===== src/rtl/seg_display_reader.sv =====
// ---------------------------------------------------------------------------
// seg_display_reader
//
// Passive monitor for a four-digit, multiplexed seven-segment scan bus.
// It watches the active-low digit select and the active-low segment lines,
// waits until each {ctrlBits, dispcode} pair has been held steady, decodes
// the segment pattern back to a hex nibble, and publishes a full 16-bit word
// once every digit position has been seen. The block never drives the bus.
//
// Parameters
//   STABLE_CYCLES : consecutive rising edges a pair must be held before it
//                   is accepted (>= 2)
//
// Ports
//   CLK         in   system clock, rising edge
//   RST         in   asynchronous reset, active low
//   ctrlBits    in   [3:0] digit anode select, active low (1110 = digit 0)
//   dispcode    in   [7:0] segments, active low, {dp,g,f,e,d,c,b,a}
//   digits      out  [15:0] last complete frame {d3,d2,d1,d0}
//   dp          out  [3:0] decimal point per digit of last frame (1 = lit)
//   frame_valid out  one-cycle pulse when digits/dp update
//   changed     out  one-cycle pulse with frame_valid when digits changed
//   decode_err  out  sticky flag, an accepted pattern was not a hex glyph
// ---------------------------------------------------------------------------
module seg_display_reader #(
    parameter int STABLE_CYCLES = 4
) (
    input  logic        CLK,
    input  logic        RST,
    input  logic [3:0]  ctrlBits,
    input  logic [7:0]  dispcode,
    output logic [15:0] digits,
    output logic [3:0]  dp,
    output logic        frame_valid,
    output logic        changed,
    output logic        decode_err
);

    localparam int STAB_W = $clog2(STABLE_CYCLES + 1);
    localparam logic [STAB_W-1:0] STAB_MAX = STAB_W'(STABLE_CYCLES);
    localparam logic [STAB_W-1:0] STAB_ACC = STAB_W'(STABLE_CYCLES - 1);

    // Maps the seven active-low segment lines to {valid, nibble}.
    function automatic logic [4:0] decode_seg(input logic [6:0] seg);
        logic [4:0] result;
        case (seg)
            7'h40:   result = {1'b1, 4'h0};
            7'h79:   result = {1'b1, 4'h1};
            7'h24:   result = {1'b1, 4'h2};
            7'h30:   result = {1'b1, 4'h3};
            7'h19:   result = {1'b1, 4'h4};
            7'h12:   result = {1'b1, 4'h5};
            7'h02:   result = {1'b1, 4'h6};
            7'h78:   result = {1'b1, 4'h7};
            7'h00:   result = {1'b1, 4'h8};
            7'h10:   result = {1'b1, 4'h9};
            7'h08:   result = {1'b1, 4'hA};
            7'h03:   result = {1'b1, 4'hB};
            7'h46:   result = {1'b1, 4'hC};
            7'h21:   result = {1'b1, 4'hD};
            7'h06:   result = {1'b1, 4'hE};
            7'h0E:   result = {1'b1, 4'hF};
            default: result = {1'b0, 4'h0};
        endcase
        return result;
    endfunction

    logic [3:0]        s_ctrl_q,     s_ctrl_d;
    logic [7:0]        s_code_q,     s_code_d;
    logic [STAB_W-1:0] stab_q,       stab_d;
    logic              acc_done_q,   acc_done_d;
    logic [3:0]        seen_q,       seen_d;
    logic [15:0]       shadow_q,     shadow_d;
    logic [3:0]        shadow_dp_q,  shadow_dp_d;
    logic [15:0]       digits_q,     digits_d;
    logic [3:0]        dp_q,         dp_d;
    logic              frame_valid_q, frame_valid_d;
    logic              changed_q,    changed_d;
    logic              decode_err_q, decode_err_d;

    logic              inputs_equal;
    logic [3:0]        slot_sel;
    logic              accept;
    logic [4:0]        decoded;
    logic [3:0]        seen_next;

    // Stability tracking: the sample registers follow the bus every edge and
    // the counter measures how long the bus has matched its own last sample.
    // acc_done stays set for the rest of a stable interval so one held pair
    // is accepted once only.
    always_comb begin
        s_ctrl_d     = ctrlBits;
        s_code_d     = dispcode;
        inputs_equal = (ctrlBits == s_ctrl_q) && (dispcode == s_code_q);

        stab_d = '0;
        if (inputs_equal) begin
            stab_d = (stab_q == STAB_MAX) ? STAB_MAX : stab_q + 1'b1;
        end

        // Only a select with exactly one low bit names a digit; blanking and
        // multi-digit selects are simply never accepted.
        case (ctrlBits)
            4'b1110: slot_sel = 4'b0001;
            4'b1101: slot_sel = 4'b0010;
            4'b1011: slot_sel = 4'b0100;
            4'b0111: slot_sel = 4'b1000;
            default: slot_sel = 4'b0000;
        endcase

        accept = inputs_equal && (slot_sel != 4'b0000) && !acc_done_q &&
                 (stab_d == STAB_ACC);

        acc_done_d = inputs_equal ? (acc_done_q | accept) : 1'b0;
    end

    // Frame assembly: an accepted digit lands in its shadow slot; the accept
    // that completes the set of four publishes the shadow (including the
    // digit accepted on this same edge) and starts a new collection.
    always_comb begin
        decoded       = decode_seg(dispcode[6:0]);
        shadow_d      = shadow_q;
        shadow_dp_d   = shadow_dp_q;
        seen_d        = seen_q;
        seen_next     = seen_q | slot_sel;
        digits_d      = digits_q;
        dp_d          = dp_q;
        frame_valid_d = 1'b0;
        changed_d     = 1'b0;
        decode_err_d  = decode_err_q;

        if (accept) begin
            for (int i = 0; i < 4; i++) begin
                if (slot_sel[i]) begin
                    shadow_d[i*4 +: 4] = decoded[3:0];
                    shadow_dp_d[i]     = ~dispcode[7];
                end
            end

            if (!decoded[4]) begin
                decode_err_d = 1'b1;
            end

            if (seen_next == 4'b1111) begin
                digits_d      = shadow_d;
                dp_d          = shadow_dp_d;
                frame_valid_d = 1'b1;
                changed_d     = (shadow_d != digits_q);
                seen_d        = 4'b0000;
            end else begin
                seen_d = seen_next;
            end
        end
    end

    // State registers; reset discards any partially collected frame.
    always_ff @(posedge CLK or negedge RST) begin
        if (!RST) begin
            s_ctrl_q      <= 4'hF;
            s_code_q      <= 8'hFF;
            stab_q        <= '0;
            acc_done_q    <= 1'b0;
            seen_q        <= 4'b0000;
            shadow_q      <= 16'h0000;
            shadow_dp_q   <= 4'h0;
            digits_q      <= 16'h0000;
            dp_q          <= 4'h0;
            frame_valid_q <= 1'b0;
            changed_q     <= 1'b0;
            decode_err_q  <= 1'b0;
        end else begin
            s_ctrl_q      <= s_ctrl_d;
            s_code_q      <= s_code_d;
            stab_q        <= stab_d;
            acc_done_q    <= acc_done_d;
            seen_q        <= seen_d;
            shadow_q      <= shadow_d;
            shadow_dp_q   <= shadow_dp_d;
            digits_q      <= digits_d;
            dp_q          <= dp_d;
            frame_valid_q <= frame_valid_d;
            changed_q     <= changed_d;
            decode_err_q  <= decode_err_d;
        end
    end

    assign digits      = digits_q;
    assign dp          = dp_q;
    assign frame_valid = frame_valid_q;
    assign changed     = changed_q;
    assign decode_err  = decode_err_q;

endmodule


===== config.mk =====
export PLATFORM = sky130hd
export DESIGN_NAME = seg_display_reader
export DESIGN_NICKNAME = d
export VERILOG_FILES = /design/src/rtl/seg_display_reader.sv
export SDC_FILE = /design/constraint.sdc
export NUM_CORES = 1
export LEC_CHECK = 0
export ABC_AREA = 1
export BUFFER_PORTS_ARGS = -buffer_cell sky130_fd_sc_hd__buf_4
export CAP_MARGIN = 20
export CORE_UTILIZATION = 63
export CTS_CLUSTER_SIZE = 30
export DETAILED_ROUTE_END_ITERATION = 8
export PLACE_DENSITY = 0.85
export SETUP_SLACK_MARGIN = 0.1
export SLEW_MARGIN = 20
export SYNTH_ARGS = -nofsm -noshare
export SYNTH_HDL_FRONTEND = slang
export SYNTH_SLANG_ARGS = --single-unit

===== constraint.sdc =====
create_clock -name CLK -period 2.6 [get_ports CLK]
set_input_delay 0.13 -clock CLK [delete_from_list [all_inputs] [get_ports CLK]]
set_output_delay 0.13 -clock CLK [all_outputs]
set_load 0.01 [all_outputs]

==> results of run 1 <==
==> critical path: stages, from the launching register on <==
cell and delay (ps):
dfrtp_1 440, inv_1 70, ha_1 210, inv_1 70
a21oi_1 80, a21oi_1 190, nand3_1 150, a41oi_2 360
nand2_4 220, nor2_4 210, nand2_1 90, o21ai_1 120
inv_1 60
==> metal layers <==
metal  part of all wire (%)  routed length, um
met5                      0                  0
met4                    2.9                243
met3                    5.2                442
met2                     50               4240
met1                     42               3560
==> cell usage in the layout (no fill, tap or decap) <==
master	netlist	routed
nand2_1	144	144
dfrtp_1	51	51
inv_1	40	40
nand3_1	39	39
buf_4	1	39
nor2_1	30	30
o21ai_1	18	18
o21ai_2	18	18
inv_2	14	14
or2_2	14	14
dlygate4sd3_1	0	13
dfstp_2	12	12
clkbuf_8	0	10
o21ai_0	9	9
xnor2_1	8	8
nor2_4	7	7
nor2_2	7	7
xor2_1	4	4
o21a_1	4	4
a21oi_1	3	3
nand2_2	2	3
clkbuf_1	0	3
nor3_1	2	2
nor3_2	2	2
nand3b_1	2	2
ha_1	2	2
and3_1	1	1
nand4_2	1	1
a41oi_2	1	1
nand2_4	1	1
nor4_4	1	1
nand3_4	1	1
nand4_1	1	1
o21bai_1	1	1
bufinv_16	0	1
clkinvlp_4	0	1
clkinv_2	0	1
buf_12	0	1
==> flip-flops by register name, indices dropped and copies added (netlist names) <==
name         flops
seen_q           4
shadow_q        16
stab_q           3
decode_err       1
shadow_dp_q      4
digits          16
s_ctrl_q         4
dp               4
acc_done_q       1
s_code_q         8
changed          1
frame_valid      1
==> kinds of logic after synthesis <==
group / synth area share (%)
AND/OR/NAND/NOR: 33.6
AO/OA/AOI/OAI: 10.2
XOR/XNOR: 2.96
adder cells (fa/ha/maj): 0.705
flip-flops: 44.8
buffers and inverters: 7.75
==> how the worst max path moves through the flow <==
stage / startpoint / endpoint / depth (start not counted)
final: stab_q[0] / shadow_q[1] / 12
after global routing: stab_q[0] / shadow_q[1] / 12
after CTS: stab_q[0] / shadow_q[1] / 12
after detailed placement: stab_q[0] / shadow_q[9] / 12
after global placement: stab_q[0] / dp[3] / 11
after floorplan: stab_q[0] / shadow_q[5] / 12
==> power by group through the flow <==
stage          sequential, mW  clock, mW  combinational [mW]
2_1_floorplan            1.02          0              0.0805
3_3_place_gp             1.02          0               0.144
3_5_place_dp             1.02          0               0.149
4_1_cts                  1.00      0.851               0.165
5_1_grt                  1.00      0.883               0.187
6_report                 1.00      0.850               0.170
==> repair_timing <==
action / in CTS / in global routing
hold buffers: 13 / 0
hold endpoints to repair: 63 / 0
resized for setup: 0 / 0
setup buffers: 0 / 0
setup endpoints to repair: 0 / 1
==> metrics by stage <==
step,setup slack [ps],cell area (um2),util (%),hold WS (ps)
4_1_cts,311,4200,79.7,448
3_3_place_gp,469,3880,73.6,259
5_1_grt,115,4210,79.8,492
2_1_floorplan,793,3550,-,-166
3_5_place_dp,379,3880,73.6,266
6_report,212,4210,79.8,413
==> area by class of cell <==
class / instances / area, um2 / area share (%)
repair buffers: 53 / 443 / 10.5
clock buffers: 13 / 149 / 3.54
inverters: 54 / 203 / 4.82
clock inverters: 3 / 42.5 / 1.01
well taps: 70 / 87.6 / 2.08
multi-input cells: 324 / 1690 / 40.2
flip-flops and latches: 63 / 1590 / 37.8
==> results.json, run 1 <==
{
  "std_cell_rows": 26,
  "nNetsFinal": 521,
  "yosysSeqAreaShare_pct": 44.8,
  "die_h_um": 77.1,
  "finalClockSkew_ps": 11.8,
  "synth_area_leaders": "dfrtp_1 (36%), nand2_1 (15%), dfstp_2 (8.9%)",
  "reg2reg_to": "shadow_q[1]",
  "die-width_um": 77.1,
  "yosysMostFrequentCell": "nand2_1",
  "synth_area_um2": 3550,
  "h-tree-depth": 3,
  "grt_pass1_wl_mm": 13.8,
  "start_util_pct": 67.4,
  "drt_wl_total_mm": 8.49,
  "endpoint_kind": "flip-flop",
  "hp-class": "in -> async",
  "clk_path_buf_depth": 2,
  "stdcell_count": 580,
  "worst_slew_pin_slew_ps": 790,
  "post-route-period-util_pct": 91.9,
  "routedWlPerCell_um": 14.6,
  "power.leakage_nw": 2.14,
  "slew_viol_final": 0,
  "p_clk_share_pct": 42.0,
  "core_um2": 5270,
  "clockRootBuffer": "clkbuf_8",
  "fp.dieArea_um2": 5940,
  "areaGrowthSynthToFinish_pct": 18.5,
  "crit_path_start_kind": "flip-flop",
  "synth_warnings": 0,
  "cp_max_fo": 12,
  "period_needed_ps": 2390,
  "clkTransAtPathRegs_ps": 70,
  "use_met1_pct": 38.7,
  "ir_drop_mv": 0.449,
  "grt_pass1_vias": 3047,
  "hold_viol": 0,
  "ant_nets": 0,
  "outcome": "complete, no violations",
  "synth-edff-count": 0,
  "drt-initial-drc-count": 270,
  "dp.final_hpwl_mm": 5.43,
  "rsz0062_at_grt": "false",
  "worst_ep_arrival_time_ps": 2620,
  "rr_worst_depth": 12,
  "via_count": 3188,
  "p_total_mw": 2.02,
  "drive_gt1_share_pct": 26.5,
  "required_ps": 2830,
  "synth_common_cells": "nand2_1 (144), dfrtp_1 (51), inv_1 (40), nand3_1 (39), nor2_1 (30)",
  "ios": 37,
  "finalSetupViolations": 0,
  "switching_power_mw": 0.494,
  "cap_violations": 0,
  "swShare_pct": 24.4,
  "p_int_mw": 1.53,
  "port_buffers": 36,
  "slew_headroom_pct": 47.4,
  "avgSynthCellArea_um2": 7.91,
  "synth-seq-cells": 63,
  "synthesis.nets": 465,
  "yosys.area.top_type": "dfrtp_1",
  "critPathKind": "reg -> reg",
  "clock_latency_ps": 340,
  "rrSetupSlack_ps": 210,
  "synth-main-ff-cell": "dfrtp_1",
  "cts_made_buffers": 9,
  "tns_ps": 0,
  "track_usage_pct": 30.2,
  "netlist_instances": 449,
  "gp_congestion": 0.845,
  "met2_usage_pct": 49.6,
  "synth.distinct_cells": 33,
  "comb_power_share_pct": 8.4,
  "yosys.area.top_type_share_pct": 36.0,
  "seqPwrFrac_pct": 49.5,
  "grtUsageMet3_pct": 5.24,
  "tritoncts": "built",
  "cts.sinks": 63,
  "dr.pass1.iters": 6,
  "max_freq_mhz": 419,
  "antenna_cells": 0,
  "dp_cells": 550,
  "grt-busiest-layer": "met2",
  "r2r_start": "stab_q[0]",
  "grt_max_degree": 64,
  "num-fill-cells": 371,
  "power-per-cell-area_nw_per_um2": 481,
  "antenna_found_initial": 0,
  "drcViolationCount": 0,
  "grt_remaining_overflow": 0,
  "routed_via_density": 5.50,
  "async_reset_ff_share_pct": 100
}
Power figures use the tool's default switching activity.
==> run 2, diff against run 1 <==
- CORE_UTILIZATION: 63 -> 60
- MAX_ROUTING_LAYER: unset -> met4
- PLACE_DENSITY: 0.85 -> 0.81
==> results.json, run 2 (same netlist as run 1, synthesis figures left out) <==
{
  "die-width_um": 78.9,
  "rrSetupSlack_ps": 340,
  "core_um2": 5610,
  "p_int_mw": 1.58,
  "via_count": 3036,
  "comb_power_share_pct": 7.8,
  "final_common_cell": "nand2_1",
  "finalSetupViolations": 0,
  "period_needed_ps": 2260,
  "num-fill-cells": 426,
  "grt_pass1_vias": 3041,
  "max_freq_mhz": 442,
  "std_cell_rows": 27,
  "grt_remaining_overflow": 0,
  "ir_drop_mv": 0.403,
  "routedWlPerCell_um": 13.3,
  "reg2reg_to": "shadow_q[4]",
  "worst_slew_pin_slew_ps": 788,
  "switching_power_mw": 0.483,
  "swShare_pct": 23.5,
  "nNetsFinal": 519,
  "clockRootBuffer": "clkbuf_8",
  "outcome": "complete, no violations",
  "slew_viol_final": 0,
  "die_h_um": 78.9,
  "port_buffers": 36,
  "tritoncts": "built",
  "antenna_found_initial": 0,
  "layout_common_cells": "nand2_1 (144), dfrtp_1 (51), inv_1 (40), nand3_1 (39), buf_4 (38)",
  "antenna_cells": 0,
  "fp.dieArea_um2": 6230,
  "gp_congestion": 0.937,
  "drt_wl_total_mm": 7.69,
  "grt_pass1_wl_mm": 13.3,
  "cts.sinks": 63,
  "hp-class": "in -> async",
  "worst_slack_ps": 340,
  "clock_latency_ps": 350,
  "dr.pass1.iters": 5,
  "clk_path_buf_depth": 2,
  "tns_ps": 0,
  "slew_headroom_pct": 47.5,
  "p_clk_share_pct": 43.6,
  "ios": 37,
  "drcViolationCount": 0,
  "power.leakage_nw": 2.15,
  "drt-initial-drc-count": 237,
  "crit_path_start_kind": "flip-flop",
  "h-tree-depth": 3,
  "power-per-cell-area_nw_per_um2": 489,
  "hold_viol": 0,
  "worst_ep_arrival_time_ps": 2510,
  "cts_made_buffers": 9,
  "finalClockSkew_ps": 6.44,
  "required_ps": 2850,
  "dp_slack_ps": 346,
  "routed_via_density": 5.23,
  "ant_nets": 0,
  "rr_worst_depth": 12,
  "areaGrowthSynthToFinish_pct": 18.6,
  "dp.final_hpwl_mm": 5.36,
  "grt_max_degree": 64,
  "p_total_mw": 2.06,
  "post-route-util_pct": 75.1,
  "cap_violations": 0,
  "rsz0062_at_grt": "false",
  "clkTransAtPathRegs_ps": 70,
  "cts_setup_buffers": 0,
  "start_util_pct": 63.3,
  "r2r_start": "stab_q[0]",
  "critPathKind": "reg -> reg",
  "seqPwrFrac_pct": 48.6,
  "post-route-period-util_pct": 86.9,
  "cp_max_fo": 24,
  "endpoint_kind": "flip-flop",
  "track_usage_pct": 28.7,
  "drive_gt1_share_pct": 26.6
}
## run 2: changes by cell type in the layout (fill, tap and decap cells not counted)
cell,change
nand2_2,-1
clkbuf_8,+2
clkbuf_1,-2
clkinvlp_4,-1
clkinv_2,+1
buf_4,-1
## run 2: power by group through the flow
stage	registers [mW]	clock network, mW	logic (mW)
floorplan	1.02	0	0.0805
global placement	1.02	0	0.144
detailed placement	1.02	0	0.147
CTS	1.00	0.901	0.163
global route	1.00	0.937	0.183
finish	1.00	0.898	0.162
## run 2: routing by layer
layer,track usage (%),wire length [um],up-vias
li1,-,-,1524
met1,35.0,3470,1425
met2,48.2,3740,74
met3,3.91,350,13
met4,11.8,126,0
met5,-,0,-
## run 2: area by class of cell
class	instances	area, um2	area share [%]
Clock buffer	13	169	4.01
Inverter	54	203	4.81
Tap cell	72	90.1	2.14
Clock inverter	3	40.0	0.951
Multi-Input combinational cell	323	1680	40.0
Sequential cell	63	1590	37.8
Timing Repair Buffer	52	435	10.3
## run 2: repair_timing
item	4_1_cts	5_1_grt
resized for setup	0	0
hold endpoints to repair	63	0
hold buffers	13	0
## run 2: how the worst max path moves through the flow
stage,startpoint,end,slack [ps],cells after the start
3_5_place_dp,stab_q[0],dp[2],350,11
5_1_grt,stab_q[0],shadow_q[6],160,12
4_1_cts,stab_q[0],shadow_q[5],320,12
6_report,stab_q[0],shadow_q[4],340,12
2_1_floorplan,stab_q[0],shadow_q[5],790,12
3_3_place_gp,stab_q[0],dp[1],460,11
## run 2: per-stage QoR
stage | instances | hold WS [ps] | instance area (um2)
after global routing | 580 | 487 | 4210
after floorplan | 449 | -166 | 3550
after detailed placement | 551 | 270 | 3870
after CTS | 580 | 450 | 4210
final | 580 | 406 | 4210
after global placement | 551 | 258 | 3870
## run 2: worst max-delay path: stages (launching register included)
cell	delay (ps)
dfrtp_1	420
inv_1	60
ha_1	210
inv_1	50
a21oi_1	50
a21oi_1	170
nand3_1	130
a41oi_2	330
nand2_4	260
nor2_4	240
nand2_1	80
o21ai_1	90
inv_1	50
==> run 3, diff against run 2 <==
- CORE_UTILIZATION: 60 -> 45
- PLACE_DENSITY: 0.81 -> unset
==> results.json, run 3 (same netlist as run 1, synthesis figures left out) <==
{
  "violations": "DRC",
  "crit_start": "stab_q[0]",
  "post-route-util_pct": 54.8,
  "nNetsFinal": 520,
  "p_int_mw": 1.45,
  "layout_common_cells": "nand2_1 (144), dfrtp_1 (51), inv_1 (40), buf_4 (40), nand3_1 (39)",
  "final_common_cell": "nand2_1",
  "finalSetupViolations": 0,
  "grt_pass1_wl_mm": 14.2,
  "slew_headroom_pct": 46.1,
  "critPathKind": "reg -> reg",
  "slew_viol_final": 0,
  "h-tree-depth": 3,
  "endpoint_kind": "flip-flop",
  "cts_made_buffers": 9,
  "start_util_pct": 46.2,
  "core_um2": 7690,
  "cts.sinks": 63,
  "ant_nets": 0,
  "clock_latency_ps": 350,
  "rsz0062_at_grt": "false",
  "tns_ps": 0,
  "power.leakage_nw": 2.13,
  "hold_viol": 0,
  "drt_wl_total_mm": 8.02,
  "clockRootBuffer": "clkbuf_8",
  "cap_violations": 0,
  "die_h_um": 90.8,
  "areaGrowthSynthToFinish_pct": 18.6,
  "cp_max_fo": 24,
  "p_clk_share_pct": 40.2,
  "seqPwrFrac_pct": 51.4,
  "tritoncts": "built",
  "grt_remaining_overflow": 0,
  "grt_pass1_vias": 2910,
  "via_count": 2979,
  "ir_drop_mv": 0.269,
  "required_ps": 2840,
  "outcome": "finished, violations left",
  "grt_max_degree": 64,
  "maxUsedRoutingLayer": "met4",
  "drive_gt1_share_pct": 26.7,
  "fp.dieArea_um2": 8250,
  "post-route-period-util_pct": 86.8,
  "crit_path_start_kind": "flip-flop",
  "gp_congestion": 0.867,
  "std_cell_rows": 32,
  "swShare_pct": 25.5,
  "met1_length_mm": 3.92,
  "power-per-cell-area_nw_per_um2": 462,
  "antenna_cells": 0,
  "wl_met3_um": 274,
  "worst_ep_arrival_time_ps": 2500,
  "switching_power_mw": 0.497,
  "clkTransAtPathRegs_ps": 70,
  "die-width_um": 90.8,
  "port_buffers": 36,
  "routed_via_density": 4.88,
  "cts_resized": 0,
  "track_usage_pct": 22.5,
  "max_freq_mhz": 443,
  "worst_slack_ps": 343,
  "clk_path_buf_depth": 2,
  "comb_power_share_pct": 8.4,
  "dp.final_hpwl_mm": 5.58,
  "dr.pass1.iters": 6,
  "drt-initial-drc-count": 119,
  "drcViolationCount": 1,
  "ios": 37,
  "hp-class": "in -> async",
  "finalClockSkew_ps": 10.1,
  "worst_slew_pin_slew_ps": 809,
  "dp_slack_ps": 383,
  "routedWlPerCell_um": 13.1,
  "r2r_start": "stab_q[0]",
  "wl_met2_mm": 3.72,
  "antenna_found_initial": 0,
  "period_needed_ps": 2260
}
-- run 3: changes by cell type in the layout (fill, tap and decap cells not counted), sizes merged --
cell    previous run  this run
buf               39        40
clkbuf            13        12
bufinv             1         0
clkinv             2         4
-- run 3: final timing paths --
check / to / slack (ps) / depth (start not counted)
worst max-delay path: shadow_q[0] / 340 / 12
worst min-delay path: changed / 420 / 2
worst max register to register: shadow_q[0] / 340 / 12
worst min register to register: shadow_dp_q[2] / 480 / 2
max in group asynchronous: decode_err / 1660 / 2
min in group CLK: s_code_q[5] / 470 / 2
-- run 3: what timing repair did --
item	in CTS	in global routing
endpoints found under the hold margin	63	0
hold buffers	13	0
setup buffers	0	0
-- run 3: area by class of cell --
| cell class | count | area, um2 |
|---|---|---|
| Clock buffer | 12 | 155 |
| Clock inverter | 4 | 20.0 |
| Fill cell | 722 | 3480 |
| Inverter | 54 | 203 |
| Multi-Input combinational cell | 323 | 1680 |
| Sequential cell | 63 | 1590 |
| Tap cell | 102 | 128 |
| Timing Repair Buffer | 53 | 430 |
-- run 3: per-stage QoR --
step / instances / hold slack [ps] / power, mW / cell area [um2]
after global placement: 582 / 276 / 1.17 / 3910
after CTS: 611 / 451 / 1.97 / 4210
after floorplan: 449 / -166 / 1.10 / 3550
final: 611 / 417 / 1.95 / 4210
after global routing: 611 / 477 / 2.04 / 4210
after detailed placement: 582 / 280 / 1.17 / 3910
-- run 3: power by group through the flow --
stage	clock network, mW	logic, mW	registers [mW]
4_1_cts	0.802	0.166	1.00
3_3_place_gp	0	0.148	1.02
5_1_grt	0.853	0.187	1.00
2_1_floorplan	0	0.0805	1.02
3_5_place_dp	0	0.150	1.02
6_report	0.782	0.164	1.00
-- run 3: per-layer routing --
metal | global-route usage, % | vias to the layer above
met5 | - | -
met4 | 9.26 | 0
met3 | 3.11 | 9
met2 | 34.2 | 52
met1 | 30.4 | 1391
li1 | - | 1527
-- run 3: worst max-delay path: stages, from the launching register on --
cell	delay [ps]
dfrtp_1	430
inv_1	70
ha_1	200
inv_1	50
a21oi_1	50
a21oi_1	180
nand3_1	130
a41oi_2	320
nand2_4	270
nor2_4	230
nand2_1	70
o21ai_1	90
inv_1	50
